==> src/rtl/dmem_arbiter_if.sv <==
// Shared data-memory bus: CPU port, loader port and memory pins.
// The arbiter takes the slave view; requesters and memory take master.
interface dmem_arbiter_if;
  logic        c_req;
  logic        c_we;
  logic [31:0] c_addr;
  logic [31:0] c_wdata;
  logic        c_ack;
  logic [31:0] c_rdata;
  logic        c_stall;
  logic        d_req;
  logic        d_we;
  logic [31:0] d_addr;
  logic [31:0] d_wdata;
  logic        d_ack;
  logic [31:0] d_rdata;
  logic        err;
  logic [31:0] mem_address;
  logic [31:0] mem_writeData;
  logic        mem_memWrite;
  logic        mem_memRead;
  logic [31:0] mem_readData;
  logic [15:0] c_count;
  logic [15:0] d_count;

  modport slave (
    input  c_req, c_we, c_addr, c_wdata,
    input  d_req, d_we, d_addr, d_wdata,
    input  mem_readData,
    output c_ack, c_rdata, c_stall,
    output d_ack, d_rdata, err,
    output mem_address, mem_writeData,
    output mem_memWrite, mem_memRead,
    output c_count, d_count
  );

  modport master (
    output c_req, c_we, c_addr, c_wdata,
    output d_req, d_we, d_addr, d_wdata,
    output mem_readData,
    input  c_ack, c_rdata, c_stall,
    input  d_ack, d_rdata, err,
    input  mem_address, mem_writeData,
    input  mem_memWrite, mem_memRead,
    input  c_count, d_count
  );
endinterface

==> src/rtl/dmem_arbiter.sv <==
// Two-port data-memory arbiter: CPU high priority, loader protected
// from starvation, zero-latency grant, wrapping per-port access counters.
module dmem_arbiter #(
  parameter int DEPTH        = 128,
  parameter int STARVE_LIMIT = 4
) (
  input logic            CLK,
  input logic            RESET_N,
  dmem_arbiter_if.slave  bus
);

  typedef enum logic {C_PRI, D_PRI} state_e;

  localparam logic [3:0]  LIM     = 4'(STARVE_LIMIT);
  localparam logic [31:0] DEPTH_W = 32'(DEPTH);

  state_e      state_q, state_d;
  logic [3:0]  starve_q, starve_d;
  logic [15:0] c_cnt_q, d_cnt_q;

  logic        gnt_c, gnt_d, gnt;
  logic        sel_we, oor;
  logic [31:0] sel_addr, sel_wdata, rd;

  // Grants are gated by reset so an async reset kills writes at once
  always_comb begin
    gnt_c = 1'b0;
    gnt_d = 1'b0;
    if (RESET_N) begin
      if (state_q == D_PRI) begin
        gnt_d = bus.d_req;
        gnt_c = bus.c_req & ~bus.d_req;
      end else begin
        gnt_c = bus.c_req;
        gnt_d = bus.d_req & ~bus.c_req;
      end
    end
  end

  assign gnt       = gnt_c | gnt_d;
  assign sel_addr  = gnt_d ? bus.d_addr  : bus.c_addr;
  assign sel_wdata = gnt_d ? bus.d_wdata : bus.c_wdata;
  assign sel_we    = gnt_d ? bus.d_we    : bus.c_we;
  assign oor       = sel_addr >= DEPTH_W;

  assign bus.c_ack         = gnt_c;
  assign bus.d_ack         = gnt_d;
  assign bus.c_stall       = bus.c_req & ~gnt_c;
  assign bus.err           = gnt & oor;
  assign bus.mem_address   = gnt ? sel_addr  : '0;
  assign bus.mem_writeData = gnt ? sel_wdata : '0;
  assign bus.mem_memWrite  = gnt & ~oor & sel_we;
  assign bus.mem_memRead   = gnt & ~oor & ~sel_we;

  assign rd          = bus.mem_memRead ? bus.mem_readData : '0;
  assign bus.c_rdata = gnt_c ? rd : '0;
  assign bus.d_rdata = gnt_d ? rd : '0;
  assign bus.c_count = c_cnt_q;
  assign bus.d_count = d_cnt_q;

  always_comb begin
    starve_d = starve_q;
    state_d  = state_q;
    if (gnt_d) begin
      starve_d = '0;
      state_d  = C_PRI;
    end else begin
      if (bus.d_req && starve_q < LIM)
        starve_d = starve_q + 4'd1;
      if (starve_d == LIM)
        state_d = D_PRI;
    end
  end

  always_ff @(posedge CLK or negedge RESET_N) begin
    if (!RESET_N) begin
      state_q  <= C_PRI;
      starve_q <= '0;
      c_cnt_q  <= '0;
      d_cnt_q  <= '0;
    end else begin
      state_q  <= state_d;
      starve_q <= starve_d;
      if (gnt_c) c_cnt_q <= c_cnt_q + 16'd1;
      if (gnt_d) d_cnt_q <= d_cnt_q + 16'd1;
    end
  end

endmodule

==> src/flat_wrapper.sv <==
// flat-port wrapper written by rule: the top's interface ports become plain ports
module dmem_arbiter_flat 
#(
  parameter int DEPTH        = 128,
  parameter int STARVE_LIMIT = 4
)
  (CLK, RESET_N, bus_c_req, bus_c_we, bus_c_addr, bus_c_wdata, bus_d_req, bus_d_we, bus_d_addr, bus_d_wdata, bus_mem_readData, bus_c_ack, bus_c_rdata, bus_c_stall, bus_d_ack, bus_d_rdata, bus_err, bus_mem_address, bus_mem_writeData, bus_mem_memWrite, bus_mem_memRead, bus_c_count, bus_d_count);
  dmem_arbiter_if bus_i ();
  input logic CLK;
  input logic RESET_N;
  input wire logic [$bits(bus_i.c_req)-1:0] bus_c_req;
  input wire logic [$bits(bus_i.c_we)-1:0] bus_c_we;
  input wire logic [$bits(bus_i.c_addr)-1:0] bus_c_addr;
  input wire logic [$bits(bus_i.c_wdata)-1:0] bus_c_wdata;
  input wire logic [$bits(bus_i.d_req)-1:0] bus_d_req;
  input wire logic [$bits(bus_i.d_we)-1:0] bus_d_we;
  input wire logic [$bits(bus_i.d_addr)-1:0] bus_d_addr;
  input wire logic [$bits(bus_i.d_wdata)-1:0] bus_d_wdata;
  input wire logic [$bits(bus_i.mem_readData)-1:0] bus_mem_readData;
  output wire logic [$bits(bus_i.c_ack)-1:0] bus_c_ack;
  output wire logic [$bits(bus_i.c_rdata)-1:0] bus_c_rdata;
  output wire logic [$bits(bus_i.c_stall)-1:0] bus_c_stall;
  output wire logic [$bits(bus_i.d_ack)-1:0] bus_d_ack;
  output wire logic [$bits(bus_i.d_rdata)-1:0] bus_d_rdata;
  output wire logic [$bits(bus_i.err)-1:0] bus_err;
  output wire logic [$bits(bus_i.mem_address)-1:0] bus_mem_address;
  output wire logic [$bits(bus_i.mem_writeData)-1:0] bus_mem_writeData;
  output wire logic [$bits(bus_i.mem_memWrite)-1:0] bus_mem_memWrite;
  output wire logic [$bits(bus_i.mem_memRead)-1:0] bus_mem_memRead;
  output wire logic [$bits(bus_i.c_count)-1:0] bus_c_count;
  output wire logic [$bits(bus_i.d_count)-1:0] bus_d_count;
  assign bus_i.c_req = bus_c_req;
  assign bus_i.c_we = bus_c_we;
  assign bus_i.c_addr = bus_c_addr;
  assign bus_i.c_wdata = bus_c_wdata;
  assign bus_i.d_req = bus_d_req;
  assign bus_i.d_we = bus_d_we;
  assign bus_i.d_addr = bus_d_addr;
  assign bus_i.d_wdata = bus_d_wdata;
  assign bus_i.mem_readData = bus_mem_readData;
  assign bus_c_ack = bus_i.c_ack;
  assign bus_c_rdata = bus_i.c_rdata;
  assign bus_c_stall = bus_i.c_stall;
  assign bus_d_ack = bus_i.d_ack;
  assign bus_d_rdata = bus_i.d_rdata;
  assign bus_err = bus_i.err;
  assign bus_mem_address = bus_i.mem_address;
  assign bus_mem_writeData = bus_i.mem_writeData;
  assign bus_mem_memWrite = bus_i.mem_memWrite;
  assign bus_mem_memRead = bus_i.mem_memRead;
  assign bus_c_count = bus_i.c_count;
  assign bus_d_count = bus_i.d_count;
  dmem_arbiter #(.DEPTH(DEPTH), .STARVE_LIMIT(STARVE_LIMIT)) u_core (.CLK(CLK), .RESET_N(RESET_N), .bus(bus_i));
endmodule
==> config.mk <==
export PLATFORM = sky130hd
export DESIGN_NAME = dmem_arbiter_flat
export DESIGN_NICKNAME = d
export VERILOG_FILES = /design/src/rtl/dmem_arbiter_if.sv /design/src/rtl/dmem_arbiter.sv /design/src/flat_wrapper.sv
export SDC_FILE = /design/constraint.sdc
export NUM_CORES = 1
export LEC_CHECK = 0
export ABC_AREA = 0
export CAP_MARGIN = 30
export CORE_AREA = 2 2 127 129
export DETAILED_ROUTE_END_ITERATION = 16
export DIE_AREA = 0 0 129 131
export PLACE_DENSITY = 0.68
export SYNTH_ARGS = -nofsm -noshare
export SYNTH_HDL_FRONTEND = slang
export SYNTH_SLANG_ARGS = --single-unit
==> constraint.sdc <==
create_clock -name CLK -period 6.5 [get_ports CLK]
set_input_delay 1.3 -clock CLK [delete_from_list [all_inputs] [get_ports CLK]]
set_output_delay 1.3 -clock CLK [all_outputs]
set_load 0.01 [all_outputs]
Word-level counts from Yosys, hierarchy flattened
Index checks and enable logic that the tools add are counted.
{ "totals": {"latchBits": 0, "ramBits": 0, "regBits": 37, "word_cells": 42, "memories": 0, "input_bits": 166, "rom_bits": 0, "output_inout_bits": 166} }
{ "op_classes": {"order_cmp": 2, "bitwise_logic": 13, "n_eq_ne": 1, "div_mod_pow": 0, "n_addsub": 3, "n_mux": 17, "reduce_logical": 2, "shifts": 0, "multipliers": 0} }
{ "op_table": {"columns": ["operator", "n"], "rows": [
  ["two-way mux 32 bit", 7],
  ["adder 16 x 1 -> 16 bit (second input constant)", 2],
  [">= comparator 32 x 8 -> 1 bit (second input constant)", 1],
  ["two-way mux 4 bit", 3],
  ["AND 1 bit", 7],
  ["two-way mux 1 bit", 7],
  ["inverter 1 bit", 5],
  ["adder 4 x 1 -> 4 bit (second input constant)", 1],
  ["equality test 4 x 3 -> 1 bit (second input constant)", 1],
  ["< comparator 4 x 3 -> 1 bit (second input constant)", 1],
  ["nonzero test 2 bit", 1],
  ["logical AND 1 bit", 1],
  ["OR 1 bit", 1]
]} }

Depth between registers and ports, before layout
Gate-level depths: netlist (run 1).
{ "logic_depth": {"ltp_word": 11, "ltp_mapped": 8, "ltp_nobuf": 5} }

Least setup slack after synthesis (run 1)
No wires, ideal clock.
{ "synth_path": {"path_type": "input -> output", "from": "input port bus_d_addr[29]", "to": "output port bus_c_rdata[10]", "arrival_time_ns": 2.747, "path_buffers": 1, "required_ns": 5.200, "path_stages": 5, "setup_slack_ns": 2.453, "path_cell_list": "or4_1 > nor2_2 > a31oi_4 > buf_2 > nor4_2"} }
{ "synth_via": {"elab_chain_cells": 7} }
{ "synth_rtl": {"columns": ["element", "line_no", "text"], "rows": [
  ["start: declaration", "flat_wrapper.sv:17", "input wire logic [$bits(bus_i.d_addr)-1:0] bus_d_addr;"],
  ["two-way mux 32 bit", "dmem_arbiter.sv:41", "assign sel_addr = gnt_d ? bus.d_addr : bus.c_addr;"],
  [">= comparator 32 x 8 -> 1 bit", "dmem_arbiter.sv:44", "assign oor = sel_addr >= DEPTH_W;"],
  ["inverter 1 bit", "dmem_arbiter.sv:53", "assign bus.mem_memRead = gnt & ~oor & ~sel_we;"],
  ["AND 1 bit (2 in series)", "dmem_arbiter.sv:53", null],
  ["two-way mux 32 bit", "dmem_arbiter.sv:55", "assign rd = bus.mem_memRead ? bus.mem_readData : '0;"],
  ["two-way mux 32 bit", "dmem_arbiter.sv:56", "assign bus.c_rdata = gnt_c ? rd : '0;"],
  ["end: declaration", "flat_wrapper.sv:21", "output wire logic [$bits(bus_i.c_rdata)-1:0] bus_c_rdata;"]
]} }
No other way between the ends.

Final worst setup path (run 1)
{ "layout_path": {"from": "input port bus_c_req", "to": "output port bus_c_rdata[28]"} }
{ "layout_via": {"elab_chain_cells": 11, "elab_cells_between_ends": 17, "classes_between": "order compare: 1; mux: 8; bitwise: 8"} }
{ "layout_rtl": {"columns": ["element", "line_no", "text"], "rows": [
  ["start: declaration", "flat_wrapper.sv:11", "input wire logic [$bits(bus_i.c_req)-1:0] bus_c_req;"],
  ["inverter 1 bit", "dmem_arbiter.sv:35", "gnt_d = bus.d_req & ~bus.c_req;"],
  ["AND 1 bit", "dmem_arbiter.sv:35", null],
  ["two-way mux 1 bit", "dmem_arbiter.sv:30", "if (state_q == D_PRI) begin"],
  ["two-way mux 1 bit", "dmem_arbiter.sv:29", "if (RESET_N) begin"],
  ["two-way mux 32 bit", "dmem_arbiter.sv:41", null],
  [">= comparator 32 x 8 -> 1 bit", "dmem_arbiter.sv:44", null],
  ["inverter 1 bit", "dmem_arbiter.sv:53", null],
  ["AND 1 bit (2 in series)", "dmem_arbiter.sv:53", null],
  ["two-way mux 32 bit", "dmem_arbiter.sv:55", null],
  ["two-way mux 32 bit (*)", "dmem_arbiter.sv:56", null]
]} }
Every way passes the cells marked *; elsewhere a longest branch is shown, timed or not.

==> results of run 1 <==
-- flip-flops by register name, summed over array words and instances (netlist names) --
register            count
u_core.bus.c_count     16
u_core.bus.d_count     16
u_core.starve_q         4
u_core.state_q          1
-- routing by layer --
metal  global-route usage  up-vias
met5                    0        -
met4               0.0435        0
met3               0.0472       19
met2                0.337      202
met1                0.238     2083
li1                     -     2218
-- worst max-delay path by stage --
stage	from	end	slack, ns	depth (start not counted)
floorplan	bus_d_addr[29]	bus_c_rdata[10]	2.45	5
global placement	bus_d_req	bus_c_rdata[29]	1.06	7
CTS	bus_c_req	bus_c_rdata[28]	0.93	7
global route	bus_c_req	bus_c_rdata[25]	0.80	7
finish	bus_c_req	bus_c_rdata[28]	0.91	7
detailed placement	bus_c_req	bus_c_rdata[28]	0.94	7
-- area by class of cell --
cell class / count / area [µm²]
Clock buffer: 6 / 139
Clock inverter: 1 / 7.51
Fill cell: 1505 / 8320
Inverter: 5 / 18.8
Multi-Input combinational cell: 361 / 2510
Sequential cell: 37 / 926
Tap cell: 216 / 270
Timing Repair Buffer: 342 / 3400
-- power groups by stage --
stage	logic, W	registers (W)	clock network [W]
after global routing	0.000573	0.000352	0.000256
final	0.000526	0.000343	0.000239
after global placement	0.000524	0.000347	0
after CTS	0.000533	0.000343	0.000244
after floorplan	0.000209	0.000344	0
after detailed placement	0.000530	0.000346	0
-- cell families (layout without fill, tap and decap cells) --
| kind of cell | Yosys count | after routing |
|---|---|---|
| buffers and inverters | 45 | 354 |
| multiplexers | 3 | 3 |
| flip-flops | 37 | 37 |
| AO/OA/AOI/OAI | 73 | 73 |
| AND/OR/NAND/NOR | 251 | 251 |
| XOR/XNOR | 31 | 31 |
| adder cells (fa/ha/maj) | 3 | 3 |
-- placed cells by master, fill, tap and decap left out, types with 3 or more instances in the layout --
master,n
nand3_1,12
and4_1,3
nor4_2,30
nor4_1,16
nor2_1,10
xnor2_1,22
and3_1,3
nand2_1,118
nor3b_2,30
ha_1,3
inv_1,3
or4_1,3
nand4_1,10
xor2_1,9
a22o_1,32
clkbuf_16,5
nor3b_1,3
buf_4,10
a21oi_1,33
dfrtp_1,37
clkdlybuf4s50_1,330
nor3_1,5
-- critical path, delay by kind of cell --
| family | cells | cell delay [ns] |
|---|---|---|
| buffers and inverters | 3 | 1.49 |
| muxes | 1 | 0.54 |
| and+or+nand+nor | 3 | 0.90 |
-- through the flow --
| stage | hold slack, ns | util |
|---|---|---|
| 3_3_place_gp | 0.464 | 0.456 |
| 4_1_cts | 0.481 | 0.466 |
| 5_1_grt | 0.499 | 0.466 |
| 3_5_place_dp | 0.465 | 0.457 |
| 2_1_floorplan | 0.485 | - |
| 6_report | 0.477 | 0.466 |
==> flow_metrics.tcl, run 1 <==
set metrics [dict create \
    status "finished clean" \
    clk_latency_ns 0.28 \
    comb_power_share 0.475 \
    syn_area_um2 3660 \
    fp.dieH_um 131 \
    whs_endpoint "u_core.bus.c_count[15]" \
    timing.slew.headroom 0.359 \
    synth_ff_type "dfrtp_1" \
    wl_met1_um 6990 \
    max_stage_delay_ns 0.58 \
    top_layer "met4" \
    antenna_cells 0 \
    globalRouteTotalUtil 0.192 \
    cp_cell_sequence "clkdlybuf4s50_1 -> nor2b_1 -> or2_1 -> mux2_4 -> buf_4 -> nor4_2 -> clkdlybuf4s50_1" \
    grt.overflow.total 0 \
    ant_nets 0 \
    ir_drop_v 0.000110 \
    post-dp-hpwl_um 14200 \
    crit_top_cell "clkdlybuf4s50_1" \
    synth_edf_count 0 \
    ys.warnings.count 0 \
    slew_viol_final 0 \
    setup_viol 0 \
    p_clk_frac 0.216 \
    syn-num-nets 612 \
    clock.fmax_ghz 0.179 \
    io_buffers 331 \
    startpoint_type "primary input" \
    drc 0 \
    dp_cells 961 \
    switchingPower_w 0.000384 \
    cts_hold_buf 0 \
    yosys-top-cells-area "dfrtp_1 (25%), nand2_1 (12%), nor3b_2 (10%)" \
    htree_num_levels 2 \
    synthAdderAreaFrac 0.0103 \
    hold_path.startpoint "u_core.bus.c_count[15]" \
    antenna_found_initial 0 \
    power_frac_seq 0.310 \
    dr.pass1.iters 4 \
    wl_um 17500 \
    synth_compound_area_frac 0.141 \
    seq_area_frac_synth 0.253 \
    r2r_cells 4 \
    nets 921 \
    slowest_stage "clkdlybuf4s50_1" \
    synth_top_cells_by_count "nand2_1 (118), dfrtp_1 (37), a21oi_1 (33), a22o_1 (32)" \
    dr_wl_met3_um 1200 \
    fin_crit_sh 0.861 \
    placed_area_um2 7130 \
    chipWidth_um 129 \
    root_buffer "clkbuf_16" \
    grt_max_degree 46 \
    end_kind "primary output" \
    synth_top_family_by_area "simple AND/OR/NAND/NOR gates" \
    required_ns 5.20 \
    yosys.area.top_type "dfrtp_1" \
    detail_route.iter0.violations 196 \
    std_cell_rows 46 \
    ys_ff_latch 37 \
    io_pins 332 \
    finalSetupTns_ns 0 \
    post_cts_buffers 0 \
    rsz0062_at_grt "no" \
    final_cells 968 \
    final_hold_viol_count 0 \
    skew_ns 0.00903 \
    worst_pin_slew_ns 0.952 \
    dieArea_um2 16900 \
    grt_pass1_vias 4415 \
    num_vias 4522 \
    path_class "primary input to primary output" \
    async_flop_share 1.00 \
    wl_per_cell_um 18.1 \
    synthCells 443 \
    cts_resized 0 \
    layout_setup_ws_ns 0.906 \
    core_area_um2 15600 \
    switching_share 0.347 \
    grt_pass1_wl_um 25000 \
    crit_fanout 40 \
    min_path_cells 1 \
    routed-wl-met2_um 9000 \
    synth_xor_area_frac 0.0743 \
    cts.sinks 37 \
    drive_gt1_frac 0.117 \
    fin_crit_ns 5.59 \
    r2r-start "u_core.bus.d_count[2]" \
    worstPathArrival_ns 4.29 \
    synth_top_area_frac 0.253 \
    p_int_w 0.000724 \
    cts-buffers-inserted 5 \
    place_ws_ns 0.937 \
    drv_cap 0 \
    power_w 0.00111 \
    fin_area_um2 7270 \
    vias_per_cell 4.67 \
    clockBufferDepth 2 \
    rr_endpoint "u_core.bus.d_count[9]" \
    muxShareOfSynthArea 0.0110 \
    synthToLayoutAreaGrowth_pct 98.9 \
    yosysUniqueCellTypes 40 \
    initial_utilization 0.234 \
    hold_path.class "register to register" \
    clk_pin_slew_ns 0.05 \
    powerDensity_nw_per_um2 152 \
    yosysMostFrequentCell "nand2_1" \
    syn_area_per_cell_um2 8.25 \
    reg2reg_slack_ns 4.62 \
    synthSimpleGateAreaFrac 0.447 \
    gp_congestion 0.811 \
    power_leakage_nw 2.54 \
    cts_tree "built" \
]
No activity file was read; power rests on OpenSTA's default activity.
==> run 2, diff against run 1 <==
SETUP_SLACK_MARGIN = 0.3   (was unset)
clock period = 5.27 ns   (was 6.5 ns; I/O delays follow)
==> run 2 against run 1 <==
Effect of this change:
- hold slack lost 0.0033 ns
- global-route usage is essentially flat
- combinational power grew 26%
- clock power grew 23%
- first-iteration DRC count grew 33%
- via count is essentially flat
- utilization grew 0.43 points
- die area is the same
- power grew 24%
- count of clock-buffer cells in the layout grew 1
==> flow_metrics.tcl, run 2 (synthesized netlist as in run 1, its figures left out) <==
set metrics [dict create \
    path_class "primary input to primary output" \
    detail_route.iter0.violations 261 \
    fin_crit_sh 0.909 \
    required_ns 4.22 \
    powerDensity_nw_per_um2 188 \
    finalSetupTns_ns 0 \
    min_path_cells 1 \
    drv_cap 0 \
    timing.slew.headroom 0.391 \
    io_pins 332 \
    ir_drop_v 0.000145 \
    chipWidth_um 129 \
    nets 923 \
    cts-buffers-inserted 5 \
    post_cts_buffers 0 \
    dr.pass1.iters 4 \
    cp_cell_sequence "clkdlybuf4s50_1 -> nand2_1 -> or2_1 -> buf_4 -> inv_2 -> a31oi_4 -> buf_6 -> nor4_2 -> clkdlybuf4s50_1" \
    cts.sinks 37 \
    path_buf_inv 5 \
    placed_area_um2 7170 \
    mostFrequentLayoutCell "clkdlybuf4s50_1" \
    drive_gt1_frac 0.121 \
    grt_pass1_wl_um 24800 \
    initial_utilization 0.234 \
    path_delay_family "buffers and inverters" \
    antenna_found_initial 0 \
    clk_latency_ns 0.28 \
    grt_max_degree 61 \
    clockBufferDepth 2 \
    end_kind "primary output" \
    r2r_cells 5 \
    hold_path.startpoint "u_core.bus.d_count[15]" \
    antenna_cells 0 \
    std_cell_rows 46 \
    clock.fmax_ghz 0.209 \
    io_buffers 331 \
    fin_crit_ns 4.79 \
    synthToLayoutAreaGrowth_pct 101 \
    power_leakage_nw 2.57 \
    vias_per_cell 4.66 \
    setup_viol 0 \
    num_vias 4521 \
    cts_tree "built" \
    slew_viol_final 0 \
    dieArea_um2 16900 \
    fp.dieH_um 131 \
    crit_fanout 35 \
    hold_path.class "register to register" \
    r2r-start "u_core.bus.d_count[0]" \
    grt.overflow.total 0 \
    wl_um 17500 \
    gp_congestion 0.815 \
    worst_pin_slew_ns 0.905 \
    final_cell_mix "clkdlybuf4s50_1 (330), nand2_1 (118), dfrtp_1 (37)" \
    crit_cells 9 \
    htree_num_levels 2 \
    skew_ns 0.00380 \
    clk_pin_slew_ns 0.05 \
    drc 0 \
    rr_endpoint "u_core.bus.d_count[8]" \
    whs_endpoint "u_core.bus.d_count[15]" \
    core_area_um2 15600 \
    final_hold_viol_count 0 \
    reg2reg_slack_ns 3.39 \
    grt_pass1_vias 4371 \
    wl_per_cell_um 18.1 \
    globalRouteTotalUtil 0.192 \
    post-dp-hpwl_um 14000 \
    fin_area_um2 7340 \
    status "finished clean" \
    ant_nets 0 \
    root_buffer "clkbuf_16" \
    rsz0062_at_grt "no" \
    slowest_stage "clkdlybuf4s50_1" \
    worstPathArrival_ns 3.74 \
    startpoint_type "primary input" \
    crit_top_cell "clkdlybuf4s50_1" \
    max_stage_delay_ns 0.59 \
]
run 2: worst max path at each step:
stage	from	end	slack, ns
6_report	bus_d_req	bus_c_rdata[1]	0.48
3_3_place_gp	bus_c_req	bus_err	0.32
4_1_cts	bus_c_req	bus_mem_memWrite	0.39
3_5_place_dp	bus_c_req	bus_err	0.29
2_1_floorplan	bus_d_addr[29]	bus_c_rdata[10]	1.72
5_1_grt	bus_d_req	bus_c_rdata[1]	0.29
run 2: power by group:
| part | total (W) | internal, W | switching, W |
|---|---|---|---|
| clock network | 0.000293 | 0.000186 | 0.000107 |
| logic | 0.000661 | 0.000373 | 0.000288 |
| registers | 0.000425 | 0.000342 | 0.0000829 |
| total | 0.00138 | 0.000901 | 0.000478 |
run 2: what timing repair did:
action                     CTS  global route
setup endpoints to repair    1             3
hold buffers                 0             0
resized for setup            1             3
run 2: layout make-up:
cell class | count | area [µm²]
repair buffers | 344 | 3450
inverters | 5 | 18.8
fillers | 1523 | 8260
clock buffers | 7 | 143
flip-flops and latches | 37 | 926
multi-input cells | 361 | 2530
well taps | 216 | 270
run 2: metal layers:
metal / global-route usage / wire, µm
met3: 0.0476 / 1260
met5: 0 / 0
met4: 0.0518 / 406
met2: 0.340 / 8960
met1: 0.233 / 6920
run 2: through the flow:
stage                util  cells  hold slack [ns]  setup WS, ns  power [W]
global placement    0.458    962            0.465         0.321    0.00108
finish              0.471    970            0.473         0.478    0.00138
detailed placement  0.460    963            0.469         0.291    0.00109
CTS                 0.469    970            0.477         0.386    0.00139
floorplan               -    443            0.485          1.72   0.000682
global route        0.471    970            0.488         0.294    0.00146
